## config.mk

```make
export PLATFORM = sky130hd
export DESIGN_NAME = instr_byte_feeder
export DESIGN_NICKNAME = d
export VERILOG_FILES = /design/src/rtl/instr_byte_feeder.sv
export SDC_FILE = /design/constraint.sdc
export NUM_CORES = 1
export LEC_CHECK = 0
export BUFFER_PORTS_ARGS = -buffer_cell sky130_fd_sc_hd__buf_2
export CORE_ASPECT_RATIO = 0.5
export CORE_MARGIN = 2
export CORE_UTILIZATION = 57
export CTS_CLUSTER_DIAMETER = 40
export DETAILED_ROUTE_END_ITERATION = 16
export GPL_ROUTABILITY_DRIVEN = 0
export PLACE_DENSITY = 0.92
export SLEW_MARGIN = 5
export SYNTH_ARGS = -nofsm -noshare
export SYNTH_HDL_FRONTEND = slang
export SYNTH_SLANG_ARGS = --single-unit
```

## constraint.sdc

```tcl
create_clock -name clk -period 5.1 [get_ports clk]
set_clock_uncertainty 0.1 [all_clocks]
set_input_delay 0.51 -clock clk [delete_from_list [all_inputs] [get_ports clk]]
set_output_delay 0.51 -clock clk [all_outputs]
set_load 0.01 [all_outputs]
```

## src/rtl/instr_byte_feeder.sv

```systemverilog
// instr_byte_feeder
//   Upstream stage of the instruction shift register. Bytes from the external
//   valid/ready port are buffered in a small FIFO. Exactly two bytes per
//   instruction are handed to the shift register. The assembled instruction is
//   then checked, held until the core reports instr_done, and cleared.
//
//   Optional feature macro: FEEDER_STATS_EN
//     defined   : instruction / error statistics counters are built.
//     undefined : no counter flops; o_instr_count and o_err_count read 0.
module instr_byte_feeder #(
  parameter int FIFO_DEPTH     = 4,    // power of 2, >= 2
  parameter int TIMEOUT_CYCLES = 255   // >= 1
) (
  input  logic                        clk,
  input  logic                        rst,
  input  logic [7:0]                  i_in_byte,
  input  logic                        i_in_valid,
  output logic                        o_in_ready,
  output logic                        o_data_ready,
  output logic [7:0]                  o_serial_in,
  output logic                        o_sr_clear,
  input  logic                        i_sr_valid,
  input  logic                        i_sr_error,
  input  logic                        i_instr_done,
  output logic                        o_busy,
  output logic [$clog2(FIFO_DEPTH):0] o_fifo_count,
  output logic                        o_instr_err,
  output logic                        o_timeout_err,
  output logic [15:0]                 o_instr_count,
  output logic [7:0]                  o_err_count
);

  localparam int AW = $clog2(FIFO_DEPTH);
  localparam int CW = AW + 1;
  localparam int TW = $clog2(TIMEOUT_CYCLES + 1);

  typedef enum logic [2:0] {
    S_CLEAR     = 3'd0,
    S_SEND_HI   = 3'd1,
    S_SEND_LO   = 3'd2,
    S_CHECK     = 3'd3,
    S_WAIT_DONE = 3'd4
  } state_t;

  state_t          r_state;
  logic [7:0]      r_mem [FIFO_DEPTH];
  logic [AW-1:0]   r_wr_ptr;
  logic [AW-1:0]   r_rd_ptr;
  logic [CW-1:0]   r_count;
  logic [TW-1:0]   r_to_cnt;

  logic            w_empty;
  logic            w_full;
  logic            w_push;
  logic            w_pop;
  logic            w_sending;
  logic            w_timeout;
  logic            w_check_fail;

  // FIFO status, handshakes, timeout detect and the CHECK verdict.
  always_comb begin
    w_empty   = (r_count == {CW{1'b0}});
    w_full    = (r_count == CW'(FIFO_DEPTH));
    // The counter only reaches the limit after that many empty SEND_LO cycles.
    w_timeout = (r_state == S_SEND_LO) && (r_to_cnt == TW'(TIMEOUT_CYCLES));
    // A timed-out instruction is abandoned, so no byte is handed over that cycle.
    w_sending = ((r_state == S_SEND_HI) || (r_state == S_SEND_LO)) && !w_timeout;
    w_pop     = !rst && w_sending && !w_empty;
    w_push    = !rst && i_in_valid && !w_full;
    // sr_valid wins if both flags are raised; sr_error or no flag at all is a failure.
    w_check_fail = !rst && (r_state == S_CHECK) && !i_sr_valid &&
                   (i_sr_error || !i_sr_valid);
  end

  assign o_in_ready    = !w_full;
  assign o_data_ready  = w_pop;
  assign o_serial_in   = w_empty ? 8'h00 : r_mem[r_rd_ptr];
  assign o_sr_clear    = (r_state == S_CLEAR);
  assign o_busy        = (r_state != S_WAIT_DONE);
  assign o_fifo_count  = r_count;
  assign o_instr_err   = w_check_fail;
  assign o_timeout_err = !rst && w_timeout;

  // FIFO storage: write the incoming byte at the tail.
  always_ff @(posedge clk) begin
    if (w_push) begin
      r_mem[r_wr_ptr] <= i_in_byte;
    end
  end

  // FIFO pointers and occupancy; push and pop together keep the count.
  always_ff @(posedge clk) begin
    if (rst) begin
      r_wr_ptr <= {AW{1'b0}};
      r_rd_ptr <= {AW{1'b0}};
      r_count  <= {CW{1'b0}};
    end else begin
      if (w_push) begin
        r_wr_ptr <= r_wr_ptr + AW'(1);
      end
      if (w_pop) begin
        r_rd_ptr <= r_rd_ptr + AW'(1);
      end
      case ({w_push, w_pop})
        2'b10:   r_count <= r_count + CW'(1);
        2'b01:   r_count <= r_count - CW'(1);
        default: r_count <= r_count;
      endcase
    end
  end

  // Instruction sequencing FSM with the SEND_LO starvation counter.
  always_ff @(posedge clk) begin
    if (rst) begin
      r_state  <= S_CLEAR;
      r_to_cnt <= {TW{1'b0}};
    end else begin
      case (r_state)
        S_CLEAR: begin
          r_state  <= S_SEND_HI;
          r_to_cnt <= {TW{1'b0}};
        end
        S_SEND_HI: begin
          r_to_cnt <= {TW{1'b0}};
          if (w_pop) begin
            r_state <= S_SEND_LO;
          end
        end
        S_SEND_LO: begin
          if (w_timeout) begin
            r_state  <= S_CLEAR;
            r_to_cnt <= {TW{1'b0}};
          end else if (w_pop) begin
            r_state  <= S_CHECK;
            r_to_cnt <= {TW{1'b0}};
          end else begin
            // No pop and no timeout means the FIFO was empty this cycle.
            r_to_cnt <= r_to_cnt + TW'(1);
          end
        end
        S_CHECK: begin
          r_to_cnt <= {TW{1'b0}};
          if (i_sr_valid) begin
            r_state <= S_WAIT_DONE;
          end else begin
            r_state <= S_CLEAR;
          end
        end
        S_WAIT_DONE: begin
          r_to_cnt <= {TW{1'b0}};
          if (i_instr_done) begin
            r_state <= S_CLEAR;
          end
        end
        default: begin
          r_state  <= S_CLEAR;
          r_to_cnt <= {TW{1'b0}};
        end
      endcase
    end
  end

`ifdef FEEDER_STATS_EN
  logic [15:0] r_instr_count;
  logic [7:0]  r_err_count;

  // Accepted-instruction counter (wrapping) and error counter (saturating).
  always_ff @(posedge clk) begin
    if (rst) begin
      r_instr_count <= 16'd0;
      r_err_count   <= 8'd0;
    end else begin
      if ((r_state == S_CHECK) && i_sr_valid) begin
        r_instr_count <= r_instr_count + 16'd1;
      end
      if ((w_check_fail || w_timeout) && (r_err_count != 8'hFF)) begin
        r_err_count <= r_err_count + 8'd1;
      end
    end
  end

  assign o_instr_count = r_instr_count;
  assign o_err_count   = r_err_count;
`else
  assign o_instr_count = 16'd0;
  assign o_err_count   = 8'd0;
`endif

endmodule

```

==> impl_results.md, run 1 <==
- Final min period: 2.90 ns
- Core Footprint: 3960 um2
- Top cell type's share of synthesized area: 40.3%
- DR WL met2: 1830 um
- Met3 WL: 275 um
- Post-synthesis mux area share: 8.97%
- Hold bufs inserted after CTS: 0
- Hold depth: 1
- HP Class: input port to flip-flop
- DR WL/cell: 13.9 um
- RSZ-0062 raised after global routing: false
- CTS max path bufs: 2
- Asr flop ratio synth: 0%
- Ratio of cells with drive above 1 in the final layout: 22.7%
- Combinational family with the most area after synthesis: simple AND/OR/NAND/NOR gates
- Total Neg Setup Slack: 0 ns
- Cell Pwr Density: 329 nW/um2
- Post-route cell area: 2560 um2
- Worst IR drop on VDD: between 0.1 and 0.15 mV
- Syn-to-layout area delta: 7.34%
- Area after DPL: between 2000 and 2500 um2
- Final hold violations: 0
- Vias/cell: 5.16
- EDFF count, synth: 32
- R2r startpoint: r_to_cnt[0]$_SDFF_PP0_
- Seq cells post-synth: 52
- M1 WL: 1640 um
- Ys Warns: 0
- Initial antenna violation count: 0
- Worst slew margin: 63.2%
- Vias: ~1400
- CP arrival: roughly 3.0 ns
- Mapped Area: 2390 um2
- Fraction of synthesized cell area in xor and xnor cells: under 10%
- Synth area leader: edfxtp_1
- Die outline width: 95.5 um
- Routed wire length: 3800 um
- Sink Count: 52
- Clock root cell: clkbuf_8
- Most common library cells after synthesis: edfxtp_1, buf_4, dfxtp_1, nor2_1, and2_1
- Max Cap Viol: 0
- Startpoint types: flip-flop
- CP Max Fanout: 4
- Status: finished clean
- Antenna viol nets, final: 0
- Main synth FF type: edfxtp_1
- Clock latency on the worst-skew pair: 0.30 ns
- Largest net degree at the start of global routing: 16
- Highest metal used: met4
- Drt pass-1 iters: 4
- Total setup buffers inserted after CTS: 0
- Starting Density: 60.2%
- Detailed placement HPWL: 2730 um
- Reg-to-reg critical path endpoint: o_fifo_count[2]$_SDFFE_PP0P_
- Vias in the first global route: 1393
- Row count: 16
- Slew Viols, Final: 0
- Synth Area in Simple Gates: 13.6%
- H-tree Lvls: 2
- I/O pin cnt: 55
- Netlist cell types: 35
- Global-route wire length before repair: 6280 um
- Die H: 49.8 um
- Worst setup EP type: flip-flop
- Peak Freq: 345 MHz
- Post-route DRC: 0
- Most common cell in the netlist: edfxtp_1
- Full die area: 4750 um2
- Area fraction in compound gates after synthesis: 3.15%
- Grt total ovfl: 0
- Flop-to-flop setup slack: 2.20 ns
- Final setup fails: 0
- GR Util All Layers: 18.2%
- Post-Synthesis Cells: 190
- WP data required: 5.24 ns
- Critical path class: flip-flop to flip-flop
- Sequential element share of the synthesized area: 57.1%
- CTS tree: done
- Worst R2R Path Depth: 11
- Final #Nets: between 200 and 250
- CTS resizes: 0
- Min-Delay Startpoint: i_in_byte[0]
- DRT iter0 DRCs: about 100
- TritonCTS buffer count: 5
- Pleak: 0.965 nW
- Top cells by area, synth: edfxtp_1, dfxtp_1, buf_4
- Hold EP: r_mem[3][0]$_DFFE_PP_
- Ant. Diodes: 0
- Synth Area in Adders: 3.99%
- Port buffer count: 29
- Worst-margin pin slew: between 0.5 and 0.6 ns
- Final critical-path share of the clock period: between 50% and 60%
- Syn avg cell area: 12.6 um2
- Reg clk slew, reported paths: 0.09 ns
==> per-layer routing <==
metal / vias up / global-route usage (%)
li1: 670 / -
met1: 681 / 21.7
met5: - / 0
met4: 0 / 5.71
met2: 56 / 31.1
met3: 8 / 6.42
==> registers in the layout, indices dropped and copies added, names as in the netlist, named ones only <==
name / count
r_state: 3
o_fifo_count: 3
r_rd_ptr: 2
r_to_cnt: 8
r_wr_ptr: 2
r_mem: 32
==> worst max-delay path: stages (launching register included) <==
cell,delay [ns]
dfxtp_1,0.34
ha_1,0.24
and4_1,0.22
a41o_1,0.29
a21boi_2,0.20
nor2b_1,0.19
ha_1,0.22
inv_1,0.07
fa_1,0.37
xor2_1,0.16
or3_1,0.30
a21oi_1,0.13
==> layout by cell type, fill, tap and decap left out, types with 2 or more instances in the layout <==
| master | netlist | layout |
|---|---|---|
| mux2_2 | 3 | 3 |
| ha_1 | 6 | 6 |
| nor2_1 | 20 | 20 |
| nand2_1 | 9 | 9 |
| edfxtp_1 | 32 | 32 |
| xnor2_1 | 4 | 4 |
| clkbuf_8 | 0 | 5 |
| nand3_1 | 5 | 5 |
| inv_1 | 7 | 7 |
| dfxtp_1 | 20 | 20 |
| xor2_1 | 5 | 5 |
| mux4_2 | 8 | 8 |
| a21oi_1 | 4 | 4 |
| nor3_1 | 3 | 3 |
| o21ai_0 | 2 | 2 |
| nor2b_1 | 4 | 4 |
| buf_2 | 3 | 29 |
| and2_1 | 12 | 12 |
| conb_1 | 1 | 24 |
==> stage by stage <==
stage          utilization [%]  cells  total power, W  hold WS (ns)  setup slack, ns
5_1_grt                   64.6    274        0.000886         0.313             2.02
4_1_cts                   64.6    274        0.000850         0.310             2.21
6_report                  64.6    274        0.000843         0.316             2.20
3_5_place_dp              62.5    266        0.000631         0.352             2.22
2_1_floorplan                -    213        0.000602         0.330             2.25
3_3_place_gp              62.5    266        0.000623         0.342             2.31
==> report_power, final <==
group | total (W) | switching [W] | internal, W
Sequential | 0.000486 | 0.0000211 | 0.000465
Clock | 0.000224 | 0.000126 | 0.0000983
Combinational | 0.000133 | 0.0000701 | 0.0000634
Total | 0.000843 | 0.000217 | 0.000626
==> area by class of cell <==
class                   count  area [um2]
inverters                   7        26.3
repair buffers             29         145
flip-flops and latches     52        1360
clock inverters             1        5.00
fillers                   302        1400
multi-input cells         124         878
clock buffers               7        77.6
well taps                  54        67.6
==> how the worst max path moves through the flow <==
| stage | cells after the start | startpoint | to | slack [ns] |
|---|---|---|---|---|
| after floorplan | 11 | r_state[0]$_SDFFE_PP0P_ | o_fifo_count[2]$_SDFFE_PP0P_ | 2.25 |
| after global routing | 10 | r_state[1]$_SDFFE_PP0P_ | o_fifo_count[2]$_SDFFE_PP0P_ | 2.02 |
| after detailed placement | 11 | r_to_cnt[0]$_SDFF_PP0_ | o_fifo_count[2]$_SDFFE_PP0P_ | 2.22 |
| after CTS | 10 | r_state[1]$_SDFFE_PP0P_ | o_fifo_count[2]$_SDFFE_PP0P_ | 2.21 |
| final | 11 | r_to_cnt[0]$_SDFF_PP0_ | o_fifo_count[2]$_SDFFE_PP0P_ | 2.20 |
| after global placement | 11 | r_to_cnt[0]$_SDFF_PP0_ | o_fifo_count[2]$_SDFFE_PP0P_ | 2.31 |
==> kinds of logic after synthesis <==
| logic type | count (synthesis) |
|---|---|
| AO/OA/AOI/OAI | 11 |
| buffers and inverters | 37 |
| XOR/XNOR | 9 |
| other | 1 |
| adder cells (fa/ha/maj) | 7 |
| flip-flops | 52 |
| AND/OR/NAND/NOR | 62 |
| multiplexers | 11 |
(Power assumes the default switching activity.)
==> inputs of run 2 (changes only) <==
ABC_AREA = 1   (was unset)
CORE_UTILIZATION = 48   (was 57)
PLACE_DENSITY = 0.83   (was 0.92)
clock period = 2.4 ns   (was 5.1 ns; I/O delays follow)
==> run 2 against run 1 <==
  * Sequential power rose by 110%
  * First-iteration DRC count fell by 55%
  * Flip-flop and latch count did not move
  * Combinational power rose by 91%
  * Wire length rose by 15%
  * Synthesized cell count rose by 31%
  * Non-clock buffer count rose by 4
  * Total power rose by 110%
  * Utilization fell by 9.9 points
  * Final area rose by 4.9%
==> impl_results.md, run 2 <==
- M1 WL: 1850 um (+13%)
- H-tree Lvls: 2 (unchanged)
- Grt total ovfl: 0 (unchanged)
- Cell Pwr Density: 656 nW/um2 (+99%)
- Max FFs per register: 32 (unchanged)
- EDFF count, synth: 32 (unchanged)
- Initial antenna violation count: 0 (unchanged)
- Sequential element share of the synthesized area: 55.6% (-1.5 points)
- Critical path class: flip-flop to flip-flop
- Net Sw Power: 0.000486 W (+120%)
- Final hold violations: 0 (unchanged)
- Ys Warns: 0 (unchanged)
- I/O pin cnt: 55 (unchanged)
- Largest Register: r_mem
- Vias in the first global route: 1527 (+9.6%)
- Reg clk slew, reported paths: 0.10 ns (about the same)
- HP Class: input port to flip-flop
- Peak Freq: 446 MHz (+29%)
- Seq cells post-synth: 52 (unchanged)
- Worst R2R Path Depth: 13 (+2)
- Synth area leader: edfxtp_1
- Mapped Area: 2450 um2 (+2.7%)
- DRT iter0 DRCs: 47 (-55%)
- Worst slew margin: 59.1% (-4.1 points)
- RSZ-0062 raised after global routing: false
- Ant. Diodes: 0 (unchanged)
- Highest metal used: met4
- Syn-to-layout area delta: 9.65%
- Clock latency on the worst-skew pair: 0.29 ns (about the same)
- Dpl cells: 345 (+30%)
- Global-route wire length before repair: 6730 um (+7.2%)
- Core Footprint: 4910 um2 (+24%)
- Flop-to-flop setup slack: 0.16 ns (-2.05 ns)
- Die H: 54.5 um (+9.6%)
- CP Max Fanout: 5 (+1)
- Clock root cell: clkbuf_8
- GR Util All Layers: 15.6% (-2.5 points)
- Total Neg Setup Slack: 0 ns (unchanged)
- Most common library cells after synthesis: nor2_1, edfxtp_1, buf_4
- Asr flop ratio synth: 0% (unchanged)
- Commonest cells after routing, fill and taps aside: nor2_1, edfxtp_1, buf_2, conb_1, dfxtp_1
- Worst-margin pin slew: 0.613 ns (+0.0613 ns)
- Syn avg cell area: 9.88 um2 (-21%)
- Sequential share of power: 57.6% (about the same)
- Largest registers: r_mem: 32 flops, r_to_cnt: 8 flops
- Vias/cell: 4.77 (-7.7%)
- Final critical-path share of the clock period: 93.5% (+37 points)
- Commonest non-fill, non-tap cell in the layout: nor2_1
- Post-Synthesis Cells: 248 (+31%)
- Clock network power share: 28.0% (+1.4 points)
- Row count: 18 (+2)
- Top cells by area, synth: edfxtp_1, dfxtp_1, nor2_1
- Max Cap Viol: 0 (unchanged)
- Pleak: 1.04 nW (+8.3%)
- Ratio of cells with drive above 1 in the final layout: 20.8% (-1.9 points)
- TritonCTS buffer count: 5 (unchanged)
- Status: finished clean
- Antenna viol nets, final: 0 (unchanged)
- Most common cell in the netlist: nor2_1
- DR WL/cell: 12.4 um (-11%)
- Switching portion of total power: 27.6% (+1.9 points)
- Largest net degree at the start of global routing: 18 (+2)
- R2r startpoint: r_to_cnt[0]$_SDFF_PP0_
- CP startpoint: r_to_cnt[0]$_SDFF_PP0_
- Crit path to: o_fifo_count[2]$_SDFFE_PP0P_
- Full die area: 5730 um2 (+21%)
- Detailed placement HPWL: 3110 um (+14%)
- CTS max path bufs: 2 (unchanged)
- Final #Nets: 303 (+26%)
- Port buffer count: 29 (unchanged)
- CP arrival: 2.33 ns (-0.71 ns)
- Top cell type's share of synthesized area: 39.2% (-1.0 points)
- Routed wire length: 4370 um (+15%)
- Startpoint types: flip-flop
- Internal power: 0.00128 W (+100%)
- Netlist cell types: 31 (-11%)
- Final min period: 2.24 ns (-0.654 ns)
- CTS tree: done
- DR WL met2: 2310 um (+26%)
- Sink Count: 52 (unchanged)
- Final setup fails: 0 (unchanged)
- Die outline width: 105 um (+10%)
- WP data required: 2.49 ns (-2.75 ns)
- Starting Density: 49.9% (-10 points)
- Worst IR drop on VDD: 0.305 mV (+130%)
- Drt pass-1 iters: 4 (unchanged)
- Met3 WL: 189 um (-31%)
- Slew Viols, Final: 0 (unchanged)
- Vias: 1683 (+19%)
- Non-Filler Instances: 353 (+29%)
- Main synth FF type: edfxtp_1
- Reg-to-reg critical path endpoint: o_fifo_count[2]$_SDFFE_PP0P_
- Combinational Power Share: 14.4% (-1.4 points)
- Post-route DRC: 0 (unchanged)
- Worst setup EP type: flip-flop
[run 2: worst min-delay path by stage]
stage                           startpoint                      to  slack [ns]  cells past startpoint
floorplan                     i_in_byte[0]   r_mem[0][0]$_DFFE_PP_        0.24                      0
global placement    r_to_cnt[0]$_SDFF_PP0_  r_to_cnt[0]$_SDFF_PP0_        0.33                      1
detailed placement  r_to_cnt[0]$_SDFF_PP0_  r_to_cnt[0]$_SDFF_PP0_        0.34                      1
CTS                           i_in_byte[3]   r_mem[1][3]$_DFFE_PP_        0.05                      1
global route                  i_in_byte[3]   r_mem[1][3]$_DFFE_PP_        0.05                      1
finish                        i_in_byte[1]   r_mem[3][1]$_DFFE_PP_        0.05                      1
[run 2: kinds of logic (layout without fill, tap and decap cells)]
family	Yosys count	after routing	synth area share, %
compound gates	41	41	8.68
xor+xnor	5	5	1.79
fa+ha+maj	7	7	3.88
buf+inv	51	63	11.8
flops	52	52	55.6
other cells	1	24	0.153
simple gates	91	91	18.1
[run 2: layer usage]
metal  GRT usage [%]  vias to the layer above
met2            32.3                       46
li1                -                      842
met1            16.4                      793
met4            4.67                        0
met5               0                        -
met3            4.17                        2
[run 2: what timing repair did]
item / in CTS / in global routing
gates resized for setup: 0 / 2
buffers inserted: 0 / 0
hold buffers: 0 / 0
setup endpoints to repair: 0 / 1
[run 2: layout make-up]
class,count,area [um2]
fill,427,2220
sequential,52,1360
multi-input combinational,168,888
timing repair buffer,33,175
tap,70,87.6
inverter,22,85.1
clock buffer,6,72.6
clock inverter,2,16.3
[run 2: critical path, stage by stage, from the launching register on]
cell and delay [ns]:
dfxtp_1 0.33, ha_1 0.22, nand2_2 0.09, nor2_4 0.06, nand3_4 0.10, nand3_4 0.11
inv_4 0.09, ha_1 0.14, inv_1 0.07, fa_1 0.39, a21oi_1 0.14, o21ai_0 0.11
o21ai_1 0.13, a21oi_1 0.05
[run 2: power groups by stage]
stage	sequential [W]	clock [W]	combinational, W
6_report	0.00101	0.000493	0.000254
5_1_grt	0.00102	0.000536	0.000286
4_1_cts	0.00101	0.000501	0.000256
3_5_place_dp	0.00104	0	0.000254
3_3_place_gp	0.00103	0	0.000244
2_1_floorplan	0.00103	0	0.000207
[run 2: per-stage QoR]
step	hold WS (ns)	utilization, %	setup slack, ns	total power [W]	instance area, um2
after floorplan	0.239	-	0.246	0.00123	2540
after global placement	0.330	52.9	0.164	0.00128	2590
after detailed placement	0.339	52.9	0.115	0.00129	2590
after CTS	0.0499	54.7	0.0941	0.00177	2680
after global routing	0.0463	54.7	0.0265	0.00184	2690
final	0.0539	54.7	0.157	0.00176	2690
